--- src/rtl/conv_seq_pkg.sv ---
// Shared definitions for the convolution layer sequencer: phase encodings
// seen by the conv unit and the parameter-buffer select codes.
package conv_seq_pkg;

    localparam int STATE_WIDTH = 3;

    typedef enum logic [STATE_WIDTH-1:0] {
        S_IDLE   = 3'd0,
        S_LOAD_W = 3'd1,
        S_LOAD_B = 3'd2,
        S_CONV   = 3'd3,
        S_DRAIN  = 3'd4,
        S_DONE   = 3'd5
    } state_t;

    localparam logic PARAM_SEL_W = 1'b0;
    localparam logic PARAM_SEL_B = 1'b1;

endpackage

--- src/rtl/conv_seq_watchdog.sv ---
// Per-phase watchdog: cleared on every phase entry, counts while enabled,
// flags expiry on the cycle the count would reach TIMEOUT_CYCLES.
module conv_seq_watchdog #(
    parameter int TIMEOUT_CYCLES = 65535
) (
    input  logic clk,
    input  logic rstn,
    input  logic i_clr,
    input  logic i_en,
    output logic o_expire
);

    localparam int CNT_W = $clog2(TIMEOUT_CYCLES + 1);
    localparam logic [CNT_W-1:0] LAST = CNT_W'(TIMEOUT_CYCLES - 1);

    logic [CNT_W-1:0] r_cnt;

    always_ff @(posedge clk or negedge rstn) begin
        if (!rstn) begin
            r_cnt <= '0;
        end else if (i_clr) begin
            r_cnt <= '0;
        end else if (i_en) begin
            r_cnt <= r_cnt + 1'b1;
        end
    end

    // Expiry always forces a phase exit, so the counter never wraps.
    assign o_expire = i_en && (r_cnt == LAST);

endmodule

--- src/rtl/conv_layer_seq.sv ---
// Layer-level initiator for the conv unit: fetches weights then biases per
// layer, holds CONV until the unit signals completion, drains, and repeats.
module conv_layer_seq #(
    parameter int LAYER_W        = 3,
    parameter int STATE_WIDTH    = 3,
    parameter int DRAIN_CYCLES   = 4,
    parameter int TIMEOUT_CYCLES = 65535
) (
    input  logic                   clk,
    input  logic                   rstn,
    input  logic                   start,
    input  logic                   abort,
    input  logic [LAYER_W-1:0]     layer_num,
    output logic                   busy,
    output logic                   done,
    output logic                   error,
    output logic [STATE_WIDTH-1:0] current_state,
    input  logic                   state_rst,
    output logic                   param_rd_req,
    output logic                   param_rd_sel,
    output logic [LAYER_W-1:0]     param_rd_layer,
    input  logic                   param_rd_valid,
    output logic                   MAC_weight_valid_in,
    output logic                   MAC_bias_valid_in
);

    import conv_seq_pkg::*;

    localparam int DRAIN_W = (DRAIN_CYCLES > 1) ? $clog2(DRAIN_CYCLES) : 1;

    state_t               r_state;
    state_t               w_state_nxt;
    logic [LAYER_W-1:0]   r_layer_cnt;
    logic [LAYER_W-1:0]   r_layers;
    logic [DRAIN_W-1:0]   r_drain;
    logic                 r_req;
    logic                 r_wstrb;
    logic                 r_bstrb;
    logic                 r_error;
    logic                 w_accept;
    logic                 w_set_err;
    logic                 w_wstrb;
    logic                 w_bstrb;
    logic                 w_last;
    logic                 w_expire;
    logic                 w_wd_en;
    logic                 w_wd_clr;

    assign w_last   = (r_layer_cnt == r_layers - 1'b1);
    assign w_wd_en  = (r_state == S_LOAD_W) || (r_state == S_LOAD_B) || (r_state == S_CONV);
    assign w_wd_clr = (w_state_nxt != r_state);

    conv_seq_watchdog #(
        .TIMEOUT_CYCLES(TIMEOUT_CYCLES)
    ) u_watchdog (
        .clk      (clk),
        .rstn     (rstn),
        .i_clr    (w_wd_clr),
        .i_en     (w_wd_en),
        .o_expire (w_expire)
    );

    // Handshake inputs are tested before expiry so a late response still wins.
    always_comb begin
        w_state_nxt = r_state;
        w_accept    = 1'b0;
        w_set_err   = 1'b0;
        w_wstrb     = 1'b0;
        w_bstrb     = 1'b0;
        if (abort) begin
            w_state_nxt = S_IDLE;
        end else begin
            case (r_state)
                S_IDLE: begin
                    if (start) begin
                        w_accept    = 1'b1;
                        w_state_nxt = (layer_num != '0) ? S_LOAD_W : S_DONE;
                    end
                end
                S_LOAD_W: begin
                    if (param_rd_valid) begin
                        w_wstrb     = 1'b1;
                        w_state_nxt = S_LOAD_B;
                    end else if (w_expire) begin
                        w_set_err   = 1'b1;
                        w_state_nxt = S_IDLE;
                    end
                end
                S_LOAD_B: begin
                    if (param_rd_valid) begin
                        w_bstrb     = 1'b1;
                        w_state_nxt = S_CONV;
                    end else if (w_expire) begin
                        w_set_err   = 1'b1;
                        w_state_nxt = S_IDLE;
                    end
                end
                S_CONV: begin
                    if (state_rst) begin
                        w_state_nxt = S_DRAIN;
                    end else if (w_expire) begin
                        w_set_err   = 1'b1;
                        w_state_nxt = S_IDLE;
                    end
                end
                S_DRAIN: begin
                    if (r_drain == '0) begin
                        w_state_nxt = w_last ? S_DONE : S_LOAD_W;
                    end
                end
                S_DONE:  w_state_nxt = S_IDLE;
                default: w_state_nxt = S_IDLE;
            endcase
        end
    end

    always_ff @(posedge clk or negedge rstn) begin
        if (!rstn) begin
            r_state     <= S_IDLE;
            r_layer_cnt <= '0;
            r_layers    <= '0;
            r_drain     <= '0;
            r_req       <= 1'b0;
            r_wstrb     <= 1'b0;
            r_bstrb     <= 1'b0;
            r_error     <= 1'b0;
        end else begin
            r_state <= w_state_nxt;
            // One fetch request per load-phase entry, raised on its first cycle.
            r_req   <= w_wd_clr && ((w_state_nxt == S_LOAD_W) || (w_state_nxt == S_LOAD_B));
            r_wstrb <= w_wstrb;
            r_bstrb <= w_bstrb;
            if (w_accept) begin
                r_layer_cnt <= '0;
                r_layers    <= layer_num;
            end else if ((r_state == S_DRAIN) && (w_state_nxt == S_LOAD_W)) begin
                r_layer_cnt <= r_layer_cnt + 1'b1;
            end
            if (w_accept) begin
                r_error <= 1'b0;
            end else if (w_set_err) begin
                r_error <= 1'b1;
            end
            if ((r_state == S_CONV) && (w_state_nxt == S_DRAIN)) begin
                r_drain <= DRAIN_W'(DRAIN_CYCLES - 1);
            end else if ((r_state == S_DRAIN) && (r_drain != '0)) begin
                r_drain <= r_drain - 1'b1;
            end
        end
    end

    assign busy                = (r_state != S_IDLE);
    assign done                = (r_state == S_DONE);
    assign error               = r_error;
    assign current_state       = STATE_WIDTH'(r_state);
    assign param_rd_req        = r_req;
    assign param_rd_sel        = (r_state == S_LOAD_B) ? PARAM_SEL_B : PARAM_SEL_W;
    assign param_rd_layer      = r_layer_cnt;
    assign MAC_weight_valid_in = r_wstrb;
    assign MAC_bias_valid_in   = r_bstrb;

endmodule

--- config.mk ---
export PLATFORM = sky130hd
export DESIGN_NAME = conv_layer_seq
export DESIGN_NICKNAME = d
export VERILOG_FILES = /design/src/rtl/conv_seq_pkg.sv /design/src/rtl/conv_seq_watchdog.sv /design/src/rtl/conv_layer_seq.sv
export SDC_FILE = /design/constraint.sdc
export NUM_CORES = 1
export LEC_CHECK = 0
export CAP_MARGIN = 40
export CORE_MARGIN = 2
export CORE_UTILIZATION = 45
export DETAILED_ROUTE_END_ITERATION = 12
export PLACE_DENSITY = 0.67
export SYNTH_ARGS = -nofsm -noshare
export SYNTH_HDL_FRONTEND = slang
export SYNTH_SLANG_ARGS = --single-unit
--- constraint.sdc ---
create_clock -name clk -period 3.9 [get_ports clk]
set_input_delay 0.39 -clock clk [delete_from_list [all_inputs] [get_ports clk]]
set_output_delay 0.39 -clock clk [all_outputs]
set_load 0.03 [all_outputs]
# Word-level counts from Yosys, hierarchy flattened
# Index checks and enable logic that the tools add are counted.
# W data, S select, Z words.
[op_classes] reduce_logical=18 n_addsub=4 mux=32 n_eq_ne=11
[op_table] op="$mux W3" count=11
[op_table] op="$mux W16" count=2
[op_table] op="$add A16 B1 Y16 const B" count=1
[op_table] op="$eq A16 B16 Y1 const B" count=1
[op_table] op="$mux W1" count=15
[op_table] op="$pmux W3 S5" count=1
[op_table] op="$reduce_bool A2 Y1" count=5
[op_table] op="$eq A3 B2 Y1 const B" count=3
[op_table] op="$eq A3 B3 Y1 const B" count=3
[op_table] op="$eq A3 B1 Y1 const B" count=2
[op_table] op="$reduce_bool A3 Y1" count=2
[op_table] op="$logic_and A1 B1 Y1" count=5
[op_table] op="$mux W2" count=2
[op_table] op="$add A3 B1 Y3 const B" count=1
[op_table] op="$eq A3 B3 Y1" count=1
[op_table] op="$logic_not A3 Y1" count=1
[op_table] op="$logic_or A1 B1 Y1" count=3
[op_table] op="$ne A3 B3 Y1" count=1
[op_table] op="$sub A3 B1 Y3 const B" count=1
[op_table] op="$logic_not A2 Y1" count=1
[op_table] op="$pmux W1 S2" count=1
[op_table] op="$reduce_or A2 Y1" count=1
[op_table] op="$sub A2 B1 Y2 const B" count=1
[word_totals] regBits=31 inputBits=9 wordCells=74 out_inout_bits=13

# Logic depth before layout (Yosys ltp)
[depth] depth_word=12 ltp_mapped=10 ltp_nobuf=8

# Modules after synthesis
# From an unflattened synthesis, not the netlist that was laid out.
[unflattened] cells_unflattened=198 area_unflattened_um2=1844.3
[by_module_without_submodules] module="conv_layer_seq" instances=1 cells_each=113 seq_area_each_um2=375.4 area_per_inst_um2=999.7
[by_module_without_submodules] module="conv_seq_watchdog" instances=1 cells_each=85 seq_area_each_um2=400.4 area_per_inst_um2=844.6

# Worst setup path before layout
# Ideal clock, no wire load.
[synth_timing] path_type="register to register" startpoint="register r_state[2], in the netlist current_state[2]" endpoint="register u_watchdog.r_cnt[8]" arrival_time_ns=2.269 stages_incl_launch_ff=10 setup_time_ns=0.072 n_path_buf=3 setup_slack_ns=1.559 synth_period_minus_slack_ns=2.341 cell_sequence="dfrtp_1 -> buf_2 -> o21bai_1 -> nor4_4 -> a311oi_2 -> and2_4 -> or3_4 -> buf_6 -> buf_6 -> nor2_1"
[synth_between] elab_chain_cells=10
[synth_lines] item="start: declaration" line="conv_layer_seq.sv:31" source="state_t r_state;"
[synth_lines] item="start signal: assignment" line="conv_layer_seq.sv:128" source="r_state <= w_state_nxt;"
[synth_lines] item="$eq A3 B1 Y1 / $eq A3 B2 Y1 (equally long branches)" line="conv_layer_seq.sv:50, conv_layer_seq.sv:73"
[synth_lines] item="$logic_or A1 B1 Y1 (2 in a row)" line="conv_layer_seq.sv:50" source="assign w_wd_en = (r_state == S_LOAD_W) || (r_state == S_LOAD_B) || (r_state == S_CONV);"
[synth_lines] item="$logic_and A1 B1 Y1" line="conv_seq_watchdog.sv:29" source="assign o_expire = i_en && (r_cnt == LAST);"
[synth_lines] item="$mux W3" line="conv_layer_seq.sv:84, conv_layer_seq.sv:93, conv_layer_seq.sv:101"
[synth_lines] item="$mux W3 (on tied branches)" line="conv_layer_seq.sv:99, conv_layer_seq.sv:81, conv_layer_seq.sv:90"
[synth_lines] item="$pmux W3 S5 (*)" line="conv_layer_seq.sv:73" source="case (r_state)"
[synth_lines] item="$mux W3 (*)" line="conv_layer_seq.sv:70" source="if (abort) begin"
[synth_lines] item="via w_state_nxt[1]" line="conv_layer_seq.sv:32" source="state_t w_state_nxt;"
[synth_lines] item="$ne A3 B3 Y1 (*)" line="conv_layer_seq.sv:51" source="assign w_wd_clr = (w_state_nxt != r_state);"
[synth_lines] item="$mux W16 / $reduce_bool A2 Y1 (equally long branches)"
[synth_lines] item="end signal: assignment" line="conv_seq_watchdog.sv:24" source="r_cnt <= r_cnt + 1'b1;"
[synth_lines] item="end: declaration" line="conv_seq_watchdog.sv:16" source="logic [CNT_W-1:0] r_cnt;"
# The timed path passes the listed nets; every way through them passes the cells marked *.
# A chain may end at the register's enable or synchronous reset.

# Worst setup path in the final report
[layout_timing] startpoint="register r_state[1], in the netlist current_state[1]" endpoint="register u_watchdog.r_cnt[1]"
# The elaborated chain is that of the path after synthesis.

==> flow_summary.html <==
<table>
<tr><th>Metric</th><th>Value</th></tr>
<tr><th colspan="2">Run status</th></tr>
<tr><td>Run status</td><td>finished, final reports clean</td></tr>
<tr><th colspan="2">Yosys</th></tr>
<tr><td>Total of flip-flops plus latches after synthesis</td><td>31</td></tr>
<tr><td>Number of instances in the synthesized netlist</td><td>191</td></tr>
<tr><td>Sequential cell area fraction in the yosys report</td><td>0.435</td></tr>
<tr><td>Post-synth EDFFs</td><td>0</td></tr>
<tr><td>Area of the mapped netlist</td><td>1780 µm²</td></tr>
<tr><td>Number of nets produced by synthesis</td><td>205</td></tr>
<tr><td>Async S/R FF share, synth</td><td>1.00</td></tr>
<tr><td>Post-synthesis average cell area</td><td>9.34 µm²</td></tr>
<tr><td>Syn. warnings</td><td>0</td></tr>
<tr><td>Yosys cell types</td><td>45</td></tr>
<tr><td>Flip-flop cell with the highest count after synthesis</td><td>sky130_fd_sc_hd__dfrtp_1</td></tr>
<tr><th colspan="2">Power and ir drop</th></tr>
<tr><td>Clock network fraction of design power</td><td>0.359</td></tr>
<tr><td>Pwr/cell area</td><td>424 nW/µm²</td></tr>
<tr><td>Leakage component of the power</td><td>0.945 nW</td></tr>
<tr><td>Register share of total power</td><td>0.415</td></tr>
<tr><td>Sw Ratio</td><td>0.288</td></tr>
<tr><td>Internal power consumption</td><td>647 µW</td></tr>
<tr><td>Peak ir drop on the vdd network</td><td>213 µV</td></tr>
<tr><td>Comb power frac</td><td>0.226</td></tr>
<tr><td>Switching power</td><td>261 µW</td></tr>
<tr><td>Power Total</td><td>908 µW</td></tr>
<tr><th colspan="2">Die</th></tr>
<tr><td>Die X</td><td>67.0 µm</td></tr>
<tr><td>Die ar.</td><td>4480 µm²</td></tr>
<tr><td>Overall die height</td><td>67.0 µm</td></tr>
<tr><td>Starting density of the core</td><td>0.477</td></tr>
<tr><td>Standard cell core area</td><td>3740 µm²</td></tr>
<tr><td>Total number of placement rows</td><td>22</td></tr>
<tr><td># IOs</td><td>22</td></tr>
<tr><th colspan="2">Clock tree</th></tr>
<tr><td>Clock transition at the register clock pins on the worst setup and hold paths after CTS</td><td>60 ps</td></tr>
<tr><td>Count of H-tree levels built during CTS</td><td>2</td></tr>
<tr><td>Clock Path Buffers</td><td>2</td></tr>
<tr><td>Clock tree from TritonCTS</td><td>yes</td></tr>
<tr><td>Clock Sink Count</td><td>31</td></tr>
<tr><td>Post-CTS setup buffer count</td><td>0</td></tr>
<tr><td>Quantity of hold-fixing buffers added after cts</td><td>0</td></tr>
<tr><td>Clock latency at the later pin of the worst-skew pair</td><td>280 ps</td></tr>
<tr><td>Number of resized instances in the post-cts repair step</td><td>0</td></tr>
<tr><td>Clock buffer count from CTS</td><td>5</td></tr>
<tr><td>Clock root cell</td><td>sky130_fd_sc_hd__clkbuf_8</td></tr>
<tr><th colspan="2">Global routing</th></tr>
<tr><td>Global-route wire length before repair</td><td>6130 µm</td></tr>
<tr><td>Number of antenna violations at the first check in global routing</td><td>0</td></tr>
<tr><td>Number of global-route vias before repair</td><td>1,391</td></tr>
<tr><td>Largest net degree at the start of global routing</td><td>32</td></tr>
<tr><td>Overall Global Routing Usage</td><td>0.187</td></tr>
<tr><td>GRT Residual Overflow</td><td>0</td></tr>
<tr><th colspan="2">Detailed routing</th></tr>
<tr><td>Total via count in the routed design</td><td>1,453</td></tr>
<tr><td>Count of routing violations after the opening detailed-route iteration</td><td>61</td></tr>
<tr><td>Post-Route WL</td><td>3650 µm</td></tr>
<tr><td>Detailed-routing iteration count for the pre-antenna-repair pass</td><td>4</td></tr>
<tr><td>Count of unresolved DRC violations after routing</td><td>0</td></tr>
<tr><td>Remaining antenna violation count after routing</td><td>0</td></tr>
<tr><td>Detail-routed via count per cell</td><td>5.55</td></tr>
<tr><td>Routed length per placed instance</td><td>13.9 µm</td></tr>
<tr><th colspan="2">Critical path</th></tr>
<tr><td>Critical Path End Type</td><td>register</td></tr>
<tr><td>Critical setup path kind</td><td>register to register</td></tr>
<tr><td>Worst Setup Start Kind</td><td>register</td></tr>
<tr><td>Register-to-register setup slack</td><td>1490 ps</td></tr>
<tr><td>Crit Reg-Reg Startpoint</td><td>current_state[1]</td></tr>
<tr><td>Capture point of the critical path</td><td>u_watchdog.r_cnt[1]</td></tr>
<tr><td>Largest fanout on the critical path</td><td>17</td></tr>
<tr><td>Required time at the worst-slack endpoint</td><td>4100 ps</td></tr>
<tr><td>Worst Path Arrival</td><td>2610 ps</td></tr>
<tr><td>Critical register-to-register path endpoint</td><td>u_watchdog.r_cnt[1]</td></tr>
<tr><td>Launch point of the worst path</td><td>current_state[1]</td></tr>
<tr><td>Worst R2R Path Depth</td><td>6</td></tr>
<tr><th colspan="2">Cells and area</th></tr>
<tr><td>Final #Nets</td><td>227</td></tr>
<tr><td>ANT cells</td><td>0</td></tr>
<tr><td>Area added between synthesis and finish</td><td>19.8%</td></tr>
<tr><td>Fraction of layout instances using a drive strength above 1</td><td>0.0888</td></tr>
<tr><th colspan="2">Job</th></tr>
<tr><td># Max-Cap Violations</td><td>0</td></tr>
<tr><th colspan="2">Timing</th></tr>
<tr><td>Total count of max-transition violations in the final report</td><td>0</td></tr>
<tr><td>Final hold violations</td><td>0</td></tr>
<tr><td>Timing-limited maximum frequency</td><td>415 MHz</td></tr>
<tr><td>Unrepaired setup endpoints after global routing</td><td>false</td></tr>
<tr><td>Fraction of the cycle the final worst path needs</td><td>0.619</td></tr>
<tr><td>Minimum clock period</td><td>2410 ps</td></tr>
<tr><td>Total negative slack</td><td>0 ps</td></tr>
<tr><td>Clk_skew</td><td>6.41 ps</td></tr>
<tr><td>Endpoints failing setup</td><td>0</td></tr>
<tr><td>Slew of the pin with the lowest slew margin</td><td>733 ps</td></tr>
<tr><td>Max-Slew Margin vs Limit</td><td>0.507</td></tr>
<tr><th colspan="2">Placed design</th></tr>
<tr><td>Count of input and output buffers</td><td>21</td></tr>
<tr><td>HPWL reported at the end of detailed placement</td><td>2700 µm</td></tr>
<tr><td>Final GP Congestion</td><td>0.910</td></tr>
<tr><th colspan="2">Worst hold path</th></tr>
<tr><td>Type of the worst min-delay path</td><td>input port to asynchronous set/reset pin</td></tr>
</table>
==> cell usage after synthesis, types with 2 or more instances <==
| cell | count | area (µm²) |
|---|---|---|
| sky130_fd_sc_hd__nor2_1 | 32 | 120 |
| sky130_fd_sc_hd__dfrtp_1 | 31 | 776 |
| sky130_fd_sc_hd__nand2_1 | 15 | 56.3 |
| sky130_fd_sc_hd__xor2_1 | 15 | 131 |
| sky130_fd_sc_hd__inv_1 | 11 | 41.3 |
| sky130_fd_sc_hd__nand3_1 | 9 | 45.0 |
| sky130_fd_sc_hd__o21ai_0 | 7 | 35.0 |
| sky130_fd_sc_hd__xnor2_1 | 7 | 61.3 |
| sky130_fd_sc_hd__a21oi_1 | 5 | 25.0 |
| sky130_fd_sc_hd__ha_1 | 5 | 62.6 |
| sky130_fd_sc_hd__and3_1 | 4 | 25.0 |
| sky130_fd_sc_hd__nand4_1 | 4 | 25.0 |
| sky130_fd_sc_hd__buf_2 | 3 | 15.0 |
| sky130_fd_sc_hd__clkbuf_1 | 3 | 11.3 |
| sky130_fd_sc_hd__nor3_1 | 3 | 15.0 |
| sky130_fd_sc_hd__nor4_1 | 3 | 18.8 |
| sky130_fd_sc_hd__a211oi_1 | 2 | 15.0 |
| sky130_fd_sc_hd__a221o_1 | 2 | 20.0 |
| sky130_fd_sc_hd__and2_1 | 2 | 12.5 |
| sky130_fd_sc_hd__buf_6 | 2 | 22.5 |
| sky130_fd_sc_hd__or3_1 | 2 | 12.5 |
==> worst max-delay path: stages (launching register included) <==
cell and delay (ps):
sky130_fd_sc_hd__dfrtp_1 650, sky130_fd_sc_hd__o21bai_1 220, sky130_fd_sc_hd__nor4_4 380, sky130_fd_sc_hd__a311oi_2 190, sky130_fd_sc_hd__and2_4 200, sky130_fd_sc_hd__or3_4 480
sky130_fd_sc_hd__a211oi_2 210
==> registers in the layout, indices dropped and copies added, names as in the netlist <==
register and flops:
r_layers 3, current_state 3, MAC_weight_valid_in 1, r_drain 2
param_rd_layer 3, u_watchdog.r_cnt 16, param_rd_req 1, error 1
MAC_bias_valid_in 1
==> placed cells by master (no fill, tap or decap), types with 2 or more instances in the layout <==
| cell type | n |
|---|---|
| sky130_fd_sc_hd__and3_1 | 4 |
| sky130_fd_sc_hd__a211oi_1 | 2 |
| sky130_fd_sc_hd__and2_1 | 2 |
| sky130_fd_sc_hd__inv_1 | 11 |
| sky130_fd_sc_hd__buf_4 | 2 |
| sky130_fd_sc_hd__or3_1 | 2 |
| sky130_fd_sc_hd__nand2_1 | 15 |
| sky130_fd_sc_hd__clkbuf_8 | 6 |
| sky130_fd_sc_hd__dfrtp_1 | 31 |
| sky130_fd_sc_hd__o21ai_0 | 7 |
| sky130_fd_sc_hd__xor2_1 | 15 |
| sky130_fd_sc_hd__nor2_1 | 32 |
| sky130_fd_sc_hd__nor3_1 | 3 |
| sky130_fd_sc_hd__ha_1 | 5 |
| sky130_fd_sc_hd__a221o_1 | 2 |
| sky130_fd_sc_hd__nand4_1 | 4 |
| sky130_fd_sc_hd__nor4_1 | 3 |
| sky130_fd_sc_hd__xnor2_1 | 7 |
| sky130_fd_sc_hd__clkdlybuf4s50_1 | 21 |
| sky130_fd_sc_hd__a21oi_1 | 5 |
| sky130_fd_sc_hd__nand3_1 | 9 |
==> worst min path at each step <==
stage	from	endpoint	slack [ps]	cells past startpoint
floorplan	rstn	MAC_bias_valid_in	90	0
global placement	r_drain[1]	r_drain[1]	500	1
detailed placement	r_drain[1]	r_drain[1]	500	1
CTS	rstn	param_rd_req	520	2
global route	r_drain[1]	r_drain[1]	540	1
finish	rstn	u_watchdog.r_cnt[0]	500	2
==> final cells by class <==
type / instances / area (µm²)
clock inverter: 2 / 35.0
timing repair buffer: 23 / 225
fill: 341 / 1610
tap: 48 / 60.1
inverter: 11 / 41.3
clock buffer: 6 / 82.6
multi-input combinational: 141 / 918
sequential: 31 / 776
==> routing by layer <==
metal / global-route usage / vias up / routed length (µm)
met5: 0 / - / 0
li1: - / 703 / -
met4: 0.0689 / 0 / 53
met2: 0.305 / 40 / 1700
met3: 0.0557 / 5 / 190
met1: 0.232 / 705 / 1710
==> logic make-up after synthesis <==
| group | count (synthesis) | synth area share |
|---|---|---|
| and+or+nand+nor | 82 | 0.235 |
| DFF | 31 | 0.435 |
| AOI/OAI and AO/OA | 30 | 0.125 |
| xor gates and xnor gates | 22 | 0.108 |
| buffers and inverters | 19 | 0.0505 |
| adders and majority gates | 5 | 0.0351 |
| muxes | 2 | 0.0119 |
==> power groups by stage <==
stage / logic (mW) / registers (mW) / clock network [mW]
2_1_floorplan: 0.148 / 0.384 / 0
3_3_place_gp: 0.199 / 0.381 / 0
3_5_place_dp: 0.206 / 0.383 / 0
4_1_cts: 0.208 / 0.377 / 0.332
5_1_grt: 0.227 / 0.381 / 0.348
6_report: 0.205 / 0.377 / 0.326
==> stage by stage <==
stage | setup slack (ps) | utilization | hold slack (ps) | cell area [µm²] | std cells
2_1_floorplan | 1560 | - | 94.4 | 1780 | 191
3_3_place_gp | 1500 | 0.540 | 501 | 2020 | 254
3_5_place_dp | 1390 | 0.540 | 500 | 2020 | 254
4_1_cts | 1470 | 0.571 | 520 | 2140 | 262
5_1_grt | 1290 | 0.571 | 540 | 2140 | 262
6_report | 1490 | 0.571 | 503 | 2140 | 262
Power figures use the tool's default switching activity.
